## config.mk

```make
export PLATFORM = sky130hd
export DESIGN_NAME = visualizer_frame_sequencer
export DESIGN_NICKNAME = d
export VERILOG_FILES = /design/src/rtl/visualizer_frame_sequencer_pkg.sv /design/src/rtl/visualizer_frame_sequencer_led_run_expander.sv /design/src/rtl/visualizer_frame_sequencer.sv
export SDC_FILE = /design/constraint.sdc
export NUM_CORES = 1
export LEC_CHECK = 0
export ABC_AREA = 1
export BUFFER_PORTS_ARGS = -buffer_cell sky130_fd_sc_hd__buf_2
export CAP_MARGIN = 20
export CORE_AREA = 2 2 452 454
export CTS_CLUSTER_SIZE = 28
export DETAILED_ROUTE_END_ITERATION = 6
export DIE_AREA = 0 0 454 456
export PLACE_DENSITY = 0.34
export SLEW_MARGIN = 5
export SYNTH_ARGS = -nofsm -noshare
export SYNTH_HDL_FRONTEND = slang
export SYNTH_SLANG_ARGS = --single-unit
```

## constraint.sdc

```tcl
create_clock -name clk -period 3 [get_ports clk]
set_input_delay 0.45 -clock clk [delete_from_list [all_inputs] [get_ports clk]]
set_output_delay 0.45 -clock clk [all_outputs]
set_load 0.01 [all_outputs]
```

## src/rtl/visualizer_frame_sequencer_pkg.sv

```systemverilog
// Shared types for the visualizer frame sequencer.
// Defines FSM states, the rgb pixel type and the LED counter width helper.
package vis_seq_pkg;

  typedef enum logic [1:0] {
    IDLE,
    RUN,
    STREAM
  } seq_state_e;

  typedef logic [23:0] rgb_t;

  // Counter wide enough to hold 0..leds inclusive
  function automatic int cnt_w(input int leds);
    return $clog2(leds + 1);
  endfunction

endpackage

```

## src/rtl/visualizer_frame_sequencer_led_run_expander.sv

```systemverilog
// led_run_expander: expands per-bin (rgb, count) runs into an LEDS-long pixel
// stream. Ports: i_load/i_active control, i_counts/i_rgb, px_* stream, o_end.
module led_run_expander
  import vis_seq_pkg::*;
#(
  parameter int LEDS    = 50,
  parameter int BIN_QTY = 12,
  localparam int CW     = $clog2(LEDS)
) (
  input  logic                          clk,
  input  logic                          rst,
  input  logic                          i_load,
  input  logic                          i_active,
  input  logic [BIN_QTY-1:0][CW-1:0]    i_counts,
  input  rgb_t [BIN_QTY-1:0]            i_rgb,
  output logic                          px_valid,
  input  logic                          px_ready,
  output rgb_t                          px_rgb,
  output logic                          px_last,
  output logic                          o_end
);

  localparam int RW = cnt_w(LEDS);
  localparam int BW = $clog2(BIN_QTY);
  localparam logic [RW-1:0] PLAST = RW'(LEDS - 1);
  localparam logic [BW-1:0] BLAST = BW'(BIN_QTY - 1);

  logic [BW-1:0] r_b;
  logic [RW-1:0] r_r;
  logic [RW-1:0] r_p;
  logic          w_bubble;
  logic          w_pad;
  logic          w_hs;

  // An empty bin before the last one costs one cycle to fetch the next count
  assign w_bubble = (r_r == '0) && (r_b != BLAST);
  assign w_pad    = (r_r == '0) && (r_b == BLAST);
  assign px_valid = i_active && !w_bubble;
  assign px_rgb   = (i_active && !w_pad) ? i_rgb[r_b] : '0;
  assign px_last  = i_active && (r_p == PLAST);
  assign w_hs     = px_valid && px_ready;
  assign o_end    = w_hs && px_last;

  always_ff @(posedge clk or negedge rst) begin
    if (!rst) begin
      r_b <= '0;
      r_r <= '0;
      r_p <= '0;
    end else if (i_load) begin
      r_b <= '0;
      r_r <= RW'(i_counts[0]);
      r_p <= '0;
    end else if (i_active) begin
      if (w_bubble) begin
        r_b <= r_b + BW'(1);
        r_r <= RW'(i_counts[r_b + BW'(1)]);
      end else if (w_hs) begin
        if (r_p != PLAST) r_p <= r_p + RW'(1);
        if (r_r != '0)    r_r <= r_r - RW'(1);
      end
    end
  end

endmodule

```

## src/rtl/visualizer_frame_sequencer.sv

```systemverilog
// Frame sequencer: accepts a note frame, runs the visualizer, streams LEDs.
// Optional RUN watchdog enabled by defining VIS_SEQ_TIMEOUT_EN.
module visualizer_frame_sequencer
  import vis_seq_pkg::*;
#(
  parameter int W           = 6,
  parameter int D           = 10,
  parameter int LEDS        = 50,
  parameter int BIN_QTY     = 12,
  parameter int START_HOLD  = 2,
  parameter int TIMEOUT_CYC = 4096,
  localparam int NW         = W + D,
  localparam int CW         = $clog2(LEDS)
) (
  input  logic                        clk,
  input  logic                        rst,
  input  logic                        in_valid,
  output logic                        in_ready,
  input  logic [BIN_QTY-1:0][NW-1:0]  in_amplitudes,
  input  logic [BIN_QTY-1:0][NW-1:0]  in_positions,
  output logic [BIN_QTY-1:0][NW-1:0]  vis_amplitudes,
  output logic [BIN_QTY-1:0][NW-1:0]  vis_positions,
  output logic                        vis_start,
  input  logic                        vis_done,
  input  rgb_t [BIN_QTY-1:0]          vis_rgb,
  input  logic [BIN_QTY-1:0][CW-1:0]  vis_led_counts,
  output logic                        px_valid,
  input  logic                        px_ready,
  output rgb_t                        px_rgb,
  output logic                        px_last,
  output logic                        frame_done,
  output logic                        err_timeout
);

  localparam int HW = $clog2(START_HOLD + 2);
  localparam logic [HW-1:0] HMAX = HW'(START_HOLD);

  seq_state_e                  r_state;
  logic [HW-1:0]               r_hold;
  rgb_t [BIN_QTY-1:0]          r_rgb;
  logic [BIN_QTY-1:0][CW-1:0]  r_cnt;
  logic                        w_qual;
  logic                        w_end;
  logic [BIN_QTY-1:0][CW-1:0]  w_cnt;

  assign in_ready = (r_state == IDLE);
  assign w_qual   = (r_state == RUN) && vis_done && (r_hold == HMAX);
  // Expander loads bin 0 on the same edge the snapshot is taken
  assign w_cnt    = w_qual ? vis_led_counts : r_cnt;

`ifdef VIS_SEQ_TIMEOUT_EN
  localparam int TW = $clog2(TIMEOUT_CYC + 1);
  localparam logic [TW-1:0] TLAST = TW'(TIMEOUT_CYC - 1);
  logic [TW-1:0] r_tcnt;
`else
  assign err_timeout = 1'b0;
`endif

  always_ff @(posedge clk or negedge rst) begin
    if (!rst) begin
      r_state        <= IDLE;
      r_hold         <= '0;
      r_rgb          <= '0;
      r_cnt          <= '0;
      vis_amplitudes <= '0;
      vis_positions  <= '0;
      vis_start      <= 1'b0;
      frame_done     <= 1'b0;
`ifdef VIS_SEQ_TIMEOUT_EN
      r_tcnt         <= '0;
      err_timeout    <= 1'b0;
`endif
    end else begin
      frame_done <= 1'b0;
`ifdef VIS_SEQ_TIMEOUT_EN
      err_timeout <= 1'b0;
`endif
      unique case (r_state)
        IDLE: begin
          if (in_valid) begin
            vis_amplitudes <= in_amplitudes;
            vis_positions  <= in_positions;
            vis_start      <= 1'b1;
            r_hold         <= '0;
            r_state        <= RUN;
`ifdef VIS_SEQ_TIMEOUT_EN
            r_tcnt         <= '0;
`endif
          end
        end
        RUN: begin
          if (w_qual) begin
            r_rgb     <= vis_rgb;
            r_cnt     <= vis_led_counts;
            vis_start <= 1'b0;
            r_state   <= STREAM;
          end
`ifdef VIS_SEQ_TIMEOUT_EN
          else if (r_tcnt == TLAST) begin
            vis_start   <= 1'b0;
            err_timeout <= 1'b1;
            r_state     <= IDLE;
          end
`endif
          else begin
            if (r_hold != HMAX) r_hold <= r_hold + HW'(1);
`ifdef VIS_SEQ_TIMEOUT_EN
            r_tcnt <= r_tcnt + TW'(1);
`endif
          end
        end
        STREAM: begin
          if (w_end) begin
            frame_done <= 1'b1;
            r_state    <= IDLE;
          end
        end
        default: r_state <= IDLE;
      endcase
    end
  end

  led_run_expander #(
    .LEDS    (LEDS),
    .BIN_QTY (BIN_QTY)
  ) u_exp (
    .clk      (clk),
    .rst      (rst),
    .i_load   (w_qual),
    .i_active (r_state == STREAM),
    .i_counts (w_cnt),
    .i_rgb    (r_rgb),
    .px_valid (px_valid),
    .px_ready (px_ready),
    .px_rgb   (px_rgb),
    .px_last  (px_last),
    .o_end    (w_end)
  );

endmodule

```

=== Word level (Yosys, flattened, before mapping) ===
Index checks and enable logic that the tools add are counted.

* Output and inout bits: 414
* Register bits after elaboration: 766
* Logic and storage cells: 136
* Bits of input ports: 749

* Order comparisons: 2
* Eq/ne operators: 14
* Reductions and logical operators: 29
* Add/subtract/negate cells: 4
* Multiplexer cells: 32

{| class="wikitable"
|+ Operator list
! operator !! count
|-
| $bmux W24 S4 || 1
|-
| $mux W72 || 1
|-
| $mux W6 || 11
|-
| $mux W24 || 2
|-
| $bmux W6 S4 || 1
|-
| $mux W2 || 6
|-
| $mux W4 || 3
|-
| $lt A4 B5 Y1 const B || 2
|-
| $reduce_bool A2 Y1 || 5
|-
| $logic_and A1 B1 Y1 || 9
|-
| $reduce_and A3 Y1 || 3
|-
| $ne A2 B2 Y1 const B || 4
|-
| $reduce_and A4 Y1 || 2
|-
| $add A6 B1 Y6 const B || 1
|-
| $eq A6 B6 Y1 const B || 1
|-
| $logic_not A6 Y1 || 1
|-
| $ne A2 B1 Y1 const B || 3
|-
| $ne A6 B6 Y1 const B || 1
|-
| $pmux W2 S3 || 1
|-
| $reduce_and A2 Y1 || 3
|-
| $reduce_bool A3 Y1 || 2
|-
| $reduce_bool A6 Y1 || 1
|-
| $sub A6 B1 Y6 const B || 1
|-
| $add A4 B1 Y4 const B || 1
|-
| 10 further kinds || 15
|}

=== Logic depth before layout (Yosys ltp) ===
* Depth after elaboration: 9
* Gate-level depth with buffers: 16

=== Cells and area by module ===
From an unflattened synthesis, not the netlist that was laid out.

* Cells, all modules: 4,179
* Area, all modules: 33,649.8 µm²

{| class="wikitable"
|+ By module, submodules not included
! module !! instances !! sequential area each (µm²) !! area each (µm²) !! cells each
|-
| visualizer_frame_sequencer || 1 || 18,768.0 || 29,099.2 || 3,292
|-
| led_run_expander || 1 || 400.4 || 4,550.6 || 887
|}

=== Worst setup path after synthesis ===
Ideal clock, no wire load.

* Kind: register to output
* Start point: reg u_exp.r_b[0]
* End point: out px_rgb[10]
* Cell stages (with the launch flop): 10
* Data arrival time: 1.625 ns
* Setup slack: 0.925 ns
* Buffers on the path: 4
* Cell sequence: dfrtp_1 > buf_2 > inv_1 > buf_4 > buf_2 > buf_2 > nor2_1 > o211ai_1 > nand3_1 > a21oi_1

* Longest elaborated chain between the ends: 5
* Elaborated cells on any way between the ends: 7
* Those cells by class: 1 x eq/ne; 3 x mux; 3 x reduce/logical

{| class="wikitable"
|+ Ends and longest elaborated chain
! item !! RTL line !! text
|-
| start, declared || visualizer_frame_sequencer_led_run_expander.sv:28 || <nowiki>logic [BW-1:0] r_b;</nowiki>
|-
| start signal, assigned || visualizer_frame_sequencer_led_run_expander.sv:55 || <nowiki>r_b <= r_b + BW'(1);</nowiki>
|-
| parallel branches: the longest is 4 deep, another holds $bmux W24 S4 || - ||
|-
| $mux W24 (*) || visualizer_frame_sequencer_led_run_expander.sv:39 || <nowiki>assign px_rgb = (i_active && !w_pad) ? i_rgb[r_b] : '0;</nowiki>
|-
| end, declared || visualizer_frame_sequencer.sv:29 || <nowiki>output rgb_t px_rgb,</nowiki>
|}

Mark *: on every way between the ends. The select of a mux whose other input is x is not followed.

=== Worst setup path in the final report ===
Ends and elaborated chain as after synthesis.

==> flow_metrics.tcl <==
set metrics [dict create \
    fin_cells 7920 \
    vdd_ir_drop_max_uv 475 \
    path_cells "buf_12 -> buf_16 -> buf_6 -> o21ai_2 -> o211ai_1 -> nand3_2 -> a21oi_2 -> buf_2" \
    tightest_slew_ns 0.762 \
    routedWlPerCell_um 23.8 \
    fin_skew_ns 0.0298 \
    grt_usage 0.176 \
    via_count 31500 \
    worstPathBufferInverterCount 4 \
    antenna_found_initial 30 \
    ff_latch_area_um2 19200 \
    swShare 0.405 \
    grt-ovfl-total 0 \
    slowest_delay_ns 0.49 \
    ys_ff_latch 766 \
    power_frac_comb 0.435 \
    io_buffers 1161 \
    cts.path.max_buffers 3 \
    p_clk_frac 0.229 \
    seq_area_frac_synth 0.591 \
    start_util 0.161 \
    cts_buffers 99 \
    r2r_cells 16 \
    final_net_count 5903 \
    placed_cells 6942 \
    cp_max_fo 7 \
    drive_gt1_frac 0.376 \
    grt_max_degree 123 \
    slew_violations 0 \
    finalHoldWorstSlack_ns 0.0785 \
    crit_path_start_kind "flop" \
    synth.cells.most_frequent "nand2_1 (1116), dfrtp_1 (766), mux2_2 (385)" \
    finalCritPeriodShare 1.04 \
    mappedNetlistArea_um2 32400 \
    arrival_ns 2.66 \
    synth.largest_area_cell "dfrtp_1" \
    rsz0062_at_grt "true" \
    violations "setup timing" \
    required_ns 2.55 \
    period_minus_slack_ns 3.11 \
    synth_cell_type_count 42 \
    coreArea_um2 202000 \
    worstSetupPathType "flop to primary output" \
    routed_via_density 3.98 \
    synthesis.nets 3952 \
    dp_hpwl_um 144000 \
    n_fill_cell 21600 \
    dieWidth_um 454 \
    ys_warn_count 0 \
    path_depth 8 \
    clock_latency_ns 0.73 \
    finalWirelength_um 189000 \
    p_total_w 0.0553 \
    cts.sinks 766 \
    grt_pass1_vias 33100 \
    max_freq_mhz 321 \
    cts.reportedPaths.clkPinSlew_ns 0.06 \
    synthFlopType "dfrtp_1" \
    fin_util 0.267 \
    leakage_nw 26.0 \
    drc 0 \
    clock-root-buffer "clkbuf_16" \
    fp-row-count 165 \
    cts-htree-levels 3 \
    tns_ns -0.698 \
    syn_avg_cell_area_um2 10.1 \
    power.density_nw_per_um2 1030 \
    synthCells 3198 \
    power.share.sequential 0.336 \
    first_pass_iters 5 \
    synth-edff-count 0 \
    internal-power_w 0.0329 \
    dieHeight_um 456 \
    multiInputGateArea_um2 12400 \
    die_area_um2 207000 \
    syn_to_final_growth_pct 66.3 \
    synthArstFlopShare 1.00 \
    max_cap_viol_count 0 \
    outcome "complete, but fails checks" \
    switchingPower_w 0.0224 \
    crit_slowest_cell "dfrtp_4" \
    holdCritPathClass "input port to flop" \
    synthTopCellsByArea "dfrtp_1 (59%), mux2_2 (13%), nand2_1 (13%)" \
    finalHoldViolations 0 \
    cts_tree "yes" \
    hold_depth 3 \
    grt_pass1_wl_um 259000 \
    worst_slack_ns -0.114 \
    yosysMostFrequentCell "nand2_1" \
    io_pins 1163 \
    slew_headroom 0.492 \
    gp_congestion 0.913 \
    ant_nets 0 \
    critical_path.top_delay_family "buffers and inverters" \
    netlist.area_leader.share 0.591 \
    drtIter0Drc 2134 \
    setup_viol 17 \
    end_kind "primary output" \
]
[path summary, 6_finish.rpt]
kind	start	end	slack, ns
worst max register to register	r_hold[0]	u_exp.r_r[1]	0.65
worst min-delay path	vis_led_counts[8]	r_cnt[8]	0.08
max in group asynchronous	rst	vis_positions[160]	1.60
worst max-delay path	u_exp.r_b[0]	px_rgb[10]	-0.11
min in group asynchronous	rst	vis_amplitudes[68]	0.33
worst min register to register	r_cnt[23]	r_cnt[23]	0.47
[sequential cells by signal, summed over array words and instances (netlist names)]
signal	count
frame_done	1
vis_amplitudes	192
vis_start	1
u_exp.r_p	6
u_exp.r_b	4
r_rgb	288
r_cnt	72
vis_positions	192
r_hold	2
r_state	2
u_exp.r_r	6
[logic make-up after synthesis]
kind of cell | synth area share
XOR/XNOR | 0.00243
flip-flops | 0.591
AND/OR/NAND/NOR | 0.177
AO/OA/AOI/OAI | 0.0537
multiplexers | 0.134
adder cells (fa/ha/maj) | 0.00193
other | 0.000116
buffers and inverters | 0.0399
[layout make-up]
cell class	instances	area share
antenna	20	0.000928
clock buffer	144	0.0538
clock inverter	36	0.00889
inverter	85	0.00640
multi-input combinational	2153	0.229
sequential	766	0.356
tap	2672	0.0620
timing repair buffer	2043	0.283
timing repair inverter	1	0.000302
[stage by stage]
| step | cell area (um^2) | setup slack, ns |
|---|---|---|
| 2_1_floorplan | 32400 | 0.925 |
| 3_3_place_gp | 41800 | 0.368 |
| 3_5_place_dp | 41800 | 0.348 |
| 4_1_cts | 53500 | -0.210 |
| 5_1_grt | 53900 | -0.203 |
| 6_report | 53900 | -0.114 |
[cells in the final DEF, fill, tap and decap left out, drive strengths merged]
| cell | count |
|---|---|
| buf | 1301 |
| nand2 | 1119 |
| dfrtp | 766 |
| dlygate4sd3 | 737 |
| mux2 | 385 |
| nor2 | 249 |
| o21ai | 163 |
| clkbuf | 149 |
| inv | 88 |
| nand3 | 85 |
| o211ai | 57 |
| a21oi | 39 |
| o32ai | 25 |
| clkinv | 21 |
| diode | 20 |
| or2 | 11 |
| bufinv | 10 |
| ha | 5 |
| clkinvlp | 3 |
| xnor2 | 3 |
| xor2 | 3 |
| o22ai | 2 |
| nor3 | 2 |
| mux2i | 1 |
| o221ai | 1 |
| o31ai | 1 |
| nor4b | 1 |
| conb | 1 |
[worst min-delay path, delay by kind of cell]
kind	cells	cell delay (ns)
compound gates	1	0.14
buf+inv	2	0.18
[power groups by stage]
stage          registers, W  logic, W  clock network (W)
2_1_floorplan        0.0188    0.0102                  0
3_3_place_gp         0.0186    0.0212                  0
3_5_place_dp         0.0186    0.0212                  0
4_1_cts              0.0185    0.0237             0.0131
5_1_grt              0.0191    0.0261             0.0135
6_report             0.0186    0.0240             0.0127
[what timing repair did]
| item | CTS | global route |
|---|---|---|
| pin swaps | 37 | 39 |
| gates resized for setup | 103 | 74 |
| cloned | 12 | 5 |
| endpoints found under the hold margin | 785 | 0 |
| buffers inserted | 16 | 11 |
| setup endpoints to repair | 24 | 24 |
| hold buffers | 737 | 0 |
[routing by layer]
| layer | routed length [um] | global-route usage | up-vias |
|---|---|---|---|
| met5 | 13 | 0 | - |
| met4 | 5180 | 0.0500 | 2 |
| met3 | 14300 | 0.0502 | 243 |
| met2 | 87200 | 0.284 | 1073 |
| met1 | 82000 | 0.227 | 15900 |
| li1 | - | - | 14300 |
Note: power is estimated with default switching activity, not from simulation.
